File: config.mk
export PLATFORM = sky130hd
export DESIGN_NAME = display_scan
export DESIGN_NICKNAME = d
export VERILOG_FILES = /design/src/rtl/display_pkg.sv /design/src/rtl/hexseg.sv /design/src/rtl/display_scan.sv
export SDC_FILE = /design/constraint.sdc
export NUM_CORES = 1
export LEC_CHECK = 0
export BUFFER_PORTS_ARGS = -buffer_cell sky130_fd_sc_hd__buf_2
export CAP_MARGIN = 40
export CORE_UTILIZATION = 40
export DETAILED_ROUTE_END_ITERATION = 7
export PLACE_DENSITY_LB_ADDON = 0.15
export SYNTH_ARGS = -nofsm -noshare
export SYNTH_HDL_FRONTEND = slang
export SYNTH_HIERARCHICAL = 1
export SYNTH_SLANG_ARGS = --single-unit
File: constraint.sdc
create_clock -name clk -period 8.4 [get_ports clk]
set_input_delay 0 -clock clk [delete_from_list [all_inputs] [get_ports clk]]
set_output_delay 0 -clock clk [all_outputs]
set_load 0.05 [all_outputs]
File: src/rtl/display_pkg.sv
// Shared definitions for the 7-segment scan path: scan FSM states and the
// board's segment bit positions ({E,D,A,F,C,G,B}, bit0 = B).
package display_pkg;

    typedef enum logic [1:0] {
        IDLE  = 2'd0,
        BLANK = 2'd1,
        ON    = 2'd2
    } scan_state_e;

    localparam int SEG_B = 0;
    localparam int SEG_G = 1;
    localparam int SEG_C = 2;
    localparam int SEG_F = 3;
    localparam int SEG_A = 4;
    localparam int SEG_D = 5;
    localparam int SEG_E = 6;

    // Maps a conventional {A,B,C,D,E,F,G} pattern onto the board bit order.
    function automatic logic [6:0] seg_pack(input logic [6:0] abcdefg);
        logic [6:0] s;
        s        = '0;
        s[SEG_A] = abcdefg[6];
        s[SEG_B] = abcdefg[5];
        s[SEG_C] = abcdefg[4];
        s[SEG_D] = abcdefg[3];
        s[SEG_E] = abcdefg[2];
        s[SEG_F] = abcdefg[1];
        s[SEG_G] = abcdefg[0];
        return s;
    endfunction

endpackage

File: src/rtl/hexseg.sv
// Hex nibble to 7-segment decoder (active-high segments, board bit order).
// A low enable blanks all segments.
module hexseg
    import display_pkg::*;
(
    input  logic       en,
    input  logic [3:0] nibble,
    output logic [6:0] seg
);

    logic [6:0] abcdefg;

    always_comb begin
        abcdefg = 7'b0000000;
        case (nibble)
            4'h0: abcdefg = 7'b1111110;
            4'h1: abcdefg = 7'b0110000;
            4'h2: abcdefg = 7'b1101101;
            4'h3: abcdefg = 7'b1111001;
            4'h4: abcdefg = 7'b0110011;
            4'h5: abcdefg = 7'b1011011;
            4'h6: abcdefg = 7'b1011111;
            4'h7: abcdefg = 7'b1110000;
            4'h8: abcdefg = 7'b1111111;
            4'h9: abcdefg = 7'b1111011;
            4'hA: abcdefg = 7'b1110111;
            4'hB: abcdefg = 7'b0011111;
            4'hC: abcdefg = 7'b1001110;
            4'hD: abcdefg = 7'b0111101;
            4'hE: abcdefg = 7'b1001111;
            4'hF: abcdefg = 7'b1000111;
            default: abcdefg = 7'b0000000;
        endcase
    end

    always_comb begin
        seg = '0;
        if (en) begin
            seg = seg_pack(abcdefg);
        end
    end

endmodule

File: src/rtl/display_scan.sv
// Multiplexed scan driver for an NDIGITS 7-segment display: tear-free frame
// updates, blanking gap between digits, optional leading-zero suppression.
module display_scan
    import display_pkg::*;
#(
    parameter int NDIGITS      = 4,
    parameter int SCAN_DIV     = 1000,
    parameter int BLANK_CYCLES = 16
) (
    input  logic                 clk,
    input  logic                 rst_n,
    input  logic                 enable,
    input  logic                 load,
    input  logic [4*NDIGITS-1:0] value,
    input  logic                 lz_en,
    output logic [6:0]           seg,
    output logic [NDIGITS-1:0]   dig_n,
    output logic                 frame_tick
);

    localparam int W     = 4 * NDIGITS;
    localparam int CNT_W = (SCAN_DIV > 1) ? $clog2(SCAN_DIV) : 1;
    localparam int IDX_W = (NDIGITS > 1) ? $clog2(NDIGITS) : 1;

    localparam logic [CNT_W-1:0] BLANK_LAST = CNT_W'(BLANK_CYCLES - 1);
    localparam logic [CNT_W-1:0] SLOT_LAST  = CNT_W'(SCAN_DIV - 1);
    localparam logic [IDX_W-1:0] IDX_LAST   = IDX_W'(NDIGITS - 1);

    scan_state_e        state_q, state_d;
    logic [CNT_W-1:0]   cnt_q, cnt_d;
    logic [IDX_W-1:0]   idx_q, idx_d;
    logic [W-1:0]       shown_q, shown_d;
    logic [W-1:0]       pending_q, pending_d;
    logic               pend_v_q, pend_v_d;
    logic [6:0]         seg_q, seg_d;
    logic [NDIGITS-1:0] dig_n_q, dig_n_d;
    logic               frame_tick_q, frame_tick_d;

    logic [NDIGITS-1:0] lz_blank;
    logic               zero_from;
    logic [3:0]         nibble;
    logic               suppress;
    logic               dec_en;

    // Slot sequencing and the double-buffered display word.
    always_comb begin
        state_d      = state_q;
        cnt_d        = cnt_q;
        idx_d        = idx_q;
        shown_d      = shown_q;
        pending_d    = pending_q;
        pend_v_d     = pend_v_q;
        frame_tick_d = 1'b0;

        if (!enable) begin
            state_d = IDLE;
            cnt_d   = '0;
            idx_d   = '0;
        end else begin
            case (state_q)
                IDLE: begin
                    state_d = BLANK;
                    cnt_d   = '0;
                    idx_d   = '0;
                end
                BLANK: begin
                    cnt_d = cnt_q + CNT_W'(1);
                    if (cnt_q == BLANK_LAST) begin
                        state_d = ON;
                    end
                end
                ON: begin
                    if (cnt_q == SLOT_LAST) begin
                        state_d = BLANK;
                        cnt_d   = '0;
                        if (idx_q == IDX_LAST) begin
                            // Frame boundary: the only point where shown may change.
                            idx_d        = '0;
                            frame_tick_d = 1'b1;
                            if (pend_v_q) begin
                                shown_d  = pending_q;
                                pend_v_d = 1'b0;
                            end
                        end else begin
                            idx_d = idx_q + IDX_W'(1);
                        end
                    end else begin
                        cnt_d = cnt_q + CNT_W'(1);
                    end
                end
                default: begin
                    state_d = IDLE;
                    cnt_d   = '0;
                    idx_d   = '0;
                end
            endcase
        end

        // A load coinciding with the frame update lands in pending for the next frame.
        if (load) begin
            pending_d = value;
            pend_v_d  = 1'b1;
        end
    end

    // Outputs are decoded from the next state so seg and dig_n switch together.
    always_comb begin
        zero_from = 1'b1;
        lz_blank  = '0;
        for (int i = NDIGITS - 1; i >= 0; i--) begin
            zero_from   = zero_from && (shown_d[4*i +: 4] == 4'h0);
            lz_blank[i] = (i != 0) && zero_from;
        end

        nibble   = 4'h0;
        suppress = 1'b0;
        dig_n_d  = '1;
        for (int i = 0; i < NDIGITS; i++) begin
            if (idx_d == IDX_W'(i)) begin
                nibble   = shown_d[4*i +: 4];
                suppress = lz_en && lz_blank[i];
                if (state_d == ON) begin
                    dig_n_d[i] = 1'b0;
                end
            end
        end

        dec_en = (state_d == ON) && !suppress;
    end

    hexseg u_hexseg (
        .en     (dec_en),
        .nibble (nibble),
        .seg    (seg_d)
    );

    always_ff @(posedge clk or negedge rst_n) begin
        if (!rst_n) begin
            state_q      <= IDLE;
            cnt_q        <= '0;
            idx_q        <= '0;
            shown_q      <= '0;
            pending_q    <= '0;
            pend_v_q     <= 1'b0;
            seg_q        <= '0;
            dig_n_q      <= '1;
            frame_tick_q <= 1'b0;
        end else begin
            state_q      <= state_d;
            cnt_q        <= cnt_d;
            idx_q        <= idx_d;
            shown_q      <= shown_d;
            pending_q    <= pending_d;
            pend_v_q     <= pend_v_d;
            seg_q        <= seg_d;
            dig_n_q      <= dig_n_d;
            frame_tick_q <= frame_tick_d;
        end
    end

    assign seg        = seg_q;
    assign dig_n      = dig_n_q;
    assign frame_tick = frame_tick_q;

endmodule

# Word level (Yosys, flattened, before mapping)
# Memories as Yosys holds them, arrays and structs flattened.
# Index checks and enable logic that the tools add are counted.
[classes]
n_addsub = 2
multipliers = 0
div_mod_pow = 0
magnitude_cmp = 0
eq_ne = 9
n_shift = 0
muxes = 38
bitwise = 0
n_reduce_logical = 17
[op_table]
columns = ["op", "n"]
rows = [
  ["$mux 16", 5],
  ["$mux 10", 2],
  ["$pmux 10 s2", 1],
  ["$mux 1", 17],
  ["$mux 4", 4],
  ["$logic_not 4->1", 3],
  ["$mux 2", 6],
  ["$add 10x1->10 const B", 1],
  ["$eq 10x10->1 const B", 1],
  ["$eq 10x4->1 const B", 1],
  ["$eq 2x2->1 const B", 5],
  ["$reduce_bool 2->1", 4],
  ["$mux 7", 1],
  ["$logic_and 1x1->1", 6],
  ["$pmux 2 s3", 1],
  ["$eq 2x1->1 const B", 2],
  ["$logic_not 2->1", 2],
  ["$pmux 2 s2", 1],
  ["$reduce_and 4->1", 1],
  ["$add 2x1->2 const B", 1],
  ["$logic_not 1->1", 1],
]
[totals]
ff_bits = 59
latchBits = 0
ramBits = 0
mem_bits_ro = 112
inputBits = 21
output_inout_bits = 12
wordCells = 76
mem_count = 1
[memory_table]
columns = ["memory", "depth", "word_bits", "read_ports", "rd_ports_with_merged_regs", "wr", "line", "rtl"]
rows = [
  ["(no name shown)", 16, 7, 1, 0, 0, "hexseg.sv:15", "case (nibble)"],
]

# Longest topological paths before layout
[depth]
depth_word = 15
depth_mapped = 13
ltp_nobuf = 13

# Cells and area by module
# The synthesis kept the hierarchy.
[by_module_without_submodules]
columns = ["module", "instances", "cells_each", "area_each_um2", "seq_area_each_um2"]
rows = [
  ["display_scan", 1, 201, 2655.0, 1481.4],
  ["hexseg", 1, 39, 270.3, 0.0],
]

# Worst setup path before layout
# No wires, ideal clock.
[synth_path]
path_kind = "register -> register"
start = "register cnt_q[3]"
end = "register seg_q[5], in the netlist seg[5]"
setup_time_ns = 0.073
t_arrival_ns = 3.064
required_ns = 8.327
setup_slack_ns = 5.263
path_stages_with_launch = 12
n_path_buf = 1
synth_period_minus_slack_ns = 3.137
cell_sequence = "dfrtp_1 or3b_1 nor4_1 buf_4 mux2_1 mux2_1 mux2_2 inv_1 ha_1 inv_1 mux4_2 nor2b_1"
[synth_between]
elab_cells_between_ends = 36
cone_classes = "6 x eq/ne; 18 x mux; 11 x reduce/logical; 1 x memory"
[synth_lines]
columns = ["element", "line", "rtl"]
rows = [
  ["start, declared", "display_scan.sv:30", "logic [CNT_W-1:0] cnt_q, cnt_d;"],
  ["start signal, assigned", "display_scan.sv:150", "cnt_q <= cnt_d;"],
  ["$eq 10x10->1", "display_scan.sv:73", "if (cnt_q == SLOT_LAST) begin"],
  ["$mux 16", "display_scan.sv:73", ""],
  ["$mux 16", "display_scan.sv:60", "case (state_q)"],
  ["$mux 16", "display_scan.sv:55", "if (!enable) begin"],
  ["net shown_d[12]", "display_scan.sv:32", "logic [W-1:0] shown_q, shown_d;"],
  ["$mux 4", "display_scan.sv:119", "if (idx_d == IDX_W'(i)) begin"],
  ["net nibble[0]", "display_scan.sv:41", "logic [3:0] nibble;"],
  ["$mem_v2 16x7", "--", ""],
  ["$mux 7", "hexseg.sv:38", "if (en) begin"],
  ["net seg_d[5]", "display_scan.sv:35", "logic [6:0] seg_q, seg_d;"],
  ["end signal, assigned", "display_scan.sv:155", "seg_q <= seg_d;"],
  ["end, declared", "display_scan.sv:35", ""],
]
# The timed path passes the listed nets, and every way through them passes these cells.
# A chain may end at the register's enable or synchronous reset.

# Worst setup path after layout
[layout_path]
start = "register cnt_q[7]"
end = "register seg_q[5], in the netlist seg[5]"
[layout_between]
elab_cells_between_ends = 36
cone_classes = "6 x eq/ne; 18 x mux; 11 x reduce/logical; 1 x memory"
[layout_lines]
columns = ["element", "line"]
rows = [
  ["$eq 10x10->1", "display_scan.sv:73"],
  ["$mux 16", "display_scan.sv:73"],
  ["$mux 16", "display_scan.sv:60"],
  ["$mux 16", "display_scan.sv:55"],
  ["net shown_d[4]", "display_scan.sv:32"],
  ["$mux 4 (3 in a row)", "display_scan.sv:119"],
  ["net nibble[0]", "display_scan.sv:41"],
  ["$mem_v2 16x7", "--"],
  ["$mux 7", "hexseg.sv:38"],
  ["net seg_d[5]", "display_scan.sv:35"],
]
# The timed path passes the listed nets, and every way through them passes these cells.

==> results.yml <==
global_route:
  grt-ovfl-total: 0
  grt_first_pass_wirelength_um: 9839
  antenna_found_initial: 0
  grt_pass1_vias: 2017
  grt_util_all_layers_pct: 17.27
  grt_max_degree: 60
floorplan:
  initial_utilization_pct: 42.13
  ios: 33
  fp.dieW_um: 87.52
  num_rows: 30
  coreArea_um2: 6944
  die_height_um: 87.52
  die_area_um2: 7659
placement:
  gp_congestion: 0.7513
  hpwl_um: 4067
  numPortBuffers: 32
  dp_slack_ns: 4.960
routing:
  met3_wirelength_um: 194
  route.detailed.drc: 0
  routed.top_layer: "met4"
  vias: 2020
  vias_per_cell: 5.075
  routedWlPerCell_um: 14.57
  routed_wl_um: 5798
  drt-met1-wl_um: 2811
  dr.first_iter.drc_count: 92
  wl_met2_um: 2717
  first_pass_iters: 4
  drtAntennaViolNets: 0
clock_network:
  clk_latency_ns: 0.34
  cts_hold_buf: 18
  cts-resized-gates: 0
  clkTransAtPathRegs_ns: 0.07
  numClockSinks: 59
  clock_path_buffers: 2
  tritoncts: "done"
  cts_buffers: 9
  root_buffer: "clkbuf_8"
  post_cts_buffers: 0
  cts_max_level: 3
synth:
  yosysTopAreaCell: "dfrtp_1"
  syn_inst: 240
  postSynthAreaPerCell_um2: 12.19
  ys_ff_latch: 59
  synth_top_flop_cell: "dfrtp_1"
  synth.distinct_cells: 51
  yosysSeqAreaShare_pct: 50.64
  synthTopCellsByArea: "dfrtp_1, mux2_2, mux2_1, ha_1, dfstp_2"
  synth-edff-count: 0
  yosys.cell_count.top_type: "dfrtp_1"
  yosys-mux-area-fraction_pct: 18.73
  synth.net_count: 273
  mappedNetlistArea_um2: 2925
  yosysWarningCount: 6
  synth_fa_ha_area_share_pct: 5.133
  yosys.area.top_type_share_pct: 47.05
  synthXorXnorAreaFrac_pct: 2.395
  ys_top_cells_by_count: "dfrtp_1, mux2_2, mux2_1, nor2_1, ha_1"
  synth_top_family_by_area: "multiplexers"
  ys_async_sr_fraction_pct: 100.0
  synth-compound-area-share_pct: 6.715
  synth-simple-area-share_pct: 13.22
worst_setup_path:
  critPathMaxStageDelay_ns: 0.46
  crit_buf_inv: 3
  worstSetupPathType: "reg2reg"
  cp-end-kind: "register"
  cp.required_ns: 8.67
  crit_arrival_ns: 3.72
  crit_chain: "or3b_1, nor4_2, buf_4, mux2_1, mux2_1, mux2_2, inv_1, ha_1, inv_1, mux4_2, nor2b_1"
  critPathTopFamily: "multiplexers"
  cpMaxStageDelayCell: "dfrtp_1"
  r2r-start: "cnt_q[7]$_DFF_PN0_"
  worst-path-max-fanout: 20
  start_kind: "register"
  startpoint: "cnt_q[7]$_DFF_PN0_"
timing:
  fin_setup_tns_ns: 0
  finalHoldViolCount: 0
  tightestPinTransition_ns: 0.7364
  setup_viol: 0
  min_period_over_period_pct: 41.07
  drv_slew: 0
  min_period_ns: 3.450
  clock_skew_ns: 0.01425
  rsz0062_at_grt: "no"
  slew_headroom_pct: 50.91
  setup_slack_ns: 4.950
  max_freq_ghz: 0.2898
  hold_ws_ns: 0.1596
run_status:
  status: "finished, final reports clean"
cells_and_area:
  seq_area_um2: 1481
  layout.nets: 330
  antenna_cells: 0
  drive_gt1_share_pct: 29.47
  fill_cells: 614
  multi_input_area_um2: 1358
  area_growth_pct: 21.13
  postLayoutCoreUtil_pct: 51.03
pwr:
  p_leak_nw: 1.628
  powerDensity_nw_per_um2: 158.7
  p_total_w: 0.0005623
  peakVddDrop_v: 0.00008731
job:
  cap_violations: 0
min_path:
  hold_path.class: "in2reg"
  hp-start: "load"
## kinds of logic (layout without fill, tap and decap cells)
kind of cell / count (synthesis) / after routing
XOR/XNOR: 8 / 8
flip-flops: 59 / 59
adder cells (fa/ha/maj): 12 / 12
multiplexers: 48 / 48
buffers and inverters: 19 / 81
AO/OA/AOI/OAI: 26 / 26
AND/OR/NAND/NOR: 68 / 68
## state kept, by name (all words and copies together) (netlist names)
name / cells
shown_q: 16
pend_v_q: 1
dig_n: 4
frame_tick: 1
state_q: 2
seg: 7
cnt_q: 10
pending_q: 16
idx_q: 2
## routing by layer
| metal | up-vias | track usage [%] |
|---|---|---|
| li1 | 976 | - |
| met1 | 996 | 23.58 |
| met2 | 39 | 26.35 |
| met3 | 9 | 4.834 |
| met4 | 0 | 6.259 |
| met5 | - | 0 |
## cells in the final DEF, fill, tap and decap left out, types with 5 or more instances in the layout
| cell | instances |
|---|---|
| xnor2_1 | 5 |
| nand3_1 | 10 |
| clkbuf_8 | 11 |
| mux2_2 | 27 |
| nand2_1 | 9 |
| nor4_1 | 7 |
| mux2_1 | 17 |
| ha_1 | 12 |
| nor2_1 | 17 |
| buf_2 | 32 |
| inv_1 | 11 |
| a21oi_1 | 6 |
| dlygate4sd3_1 | 18 |
| dfrtp_1 | 55 |
## layout make-up
| type | instances | share of cell area (%) |
|---|---|---|
| repair buffers | 52 | 10.03 |
| inverters | 13 | 1.518 |
| multi-input cells | 162 | 38.31 |
| clock inverters | 2 | 0.3531 |
| flip-flops and latches | 59 | 41.81 |
| clock buffers | 14 | 4.590 |
| well taps | 96 | 3.390 |
## metrics by stage
| step | instance area [um^2] | cells |
|---|---|---|
| floorplan | 2925 | 240 |
| global placement | 3188 | 364 |
| detailed placement | 3188 | 364 |
| CTS | 3543 | 398 |
| global route | 3543 | 398 |
| finish | 3543 | 398 |
## path summary, 6_finish.rpt
| path | end | slack, ns | cells after the start |
|---|---|---|---|
| max in group asynchronous | pend_v_q$_DFFE_PN0P_ | 7.56 | 3 |
| worst max register to register | seg[5]$_DFF_PN0_ | 4.95 | 11 |
| min in group asynchronous | cnt_q[8]$_DFF_PN0_ | 0.33 | 3 |
| worst max-delay path | seg[5]$_DFF_PN0_ | 4.95 | 11 |
| worst min-delay path | pend_v_q$_DFFE_PN0P_ | 0.16 | 2 |
| worst min register to register | cnt_q[0]$_DFF_PN0_ | 0.46 | 1 |
## power by group
part	switching, W	total (W)	internal (W)
clock network	0.000107	0.000230	0.000123
logic	0.0000146	0.0000326	0.0000180
registers	0.00000693	0.000300	0.000293
total	0.000129	0.000562	0.000434
No activity file was read; power rests on OpenSTA's default activity.
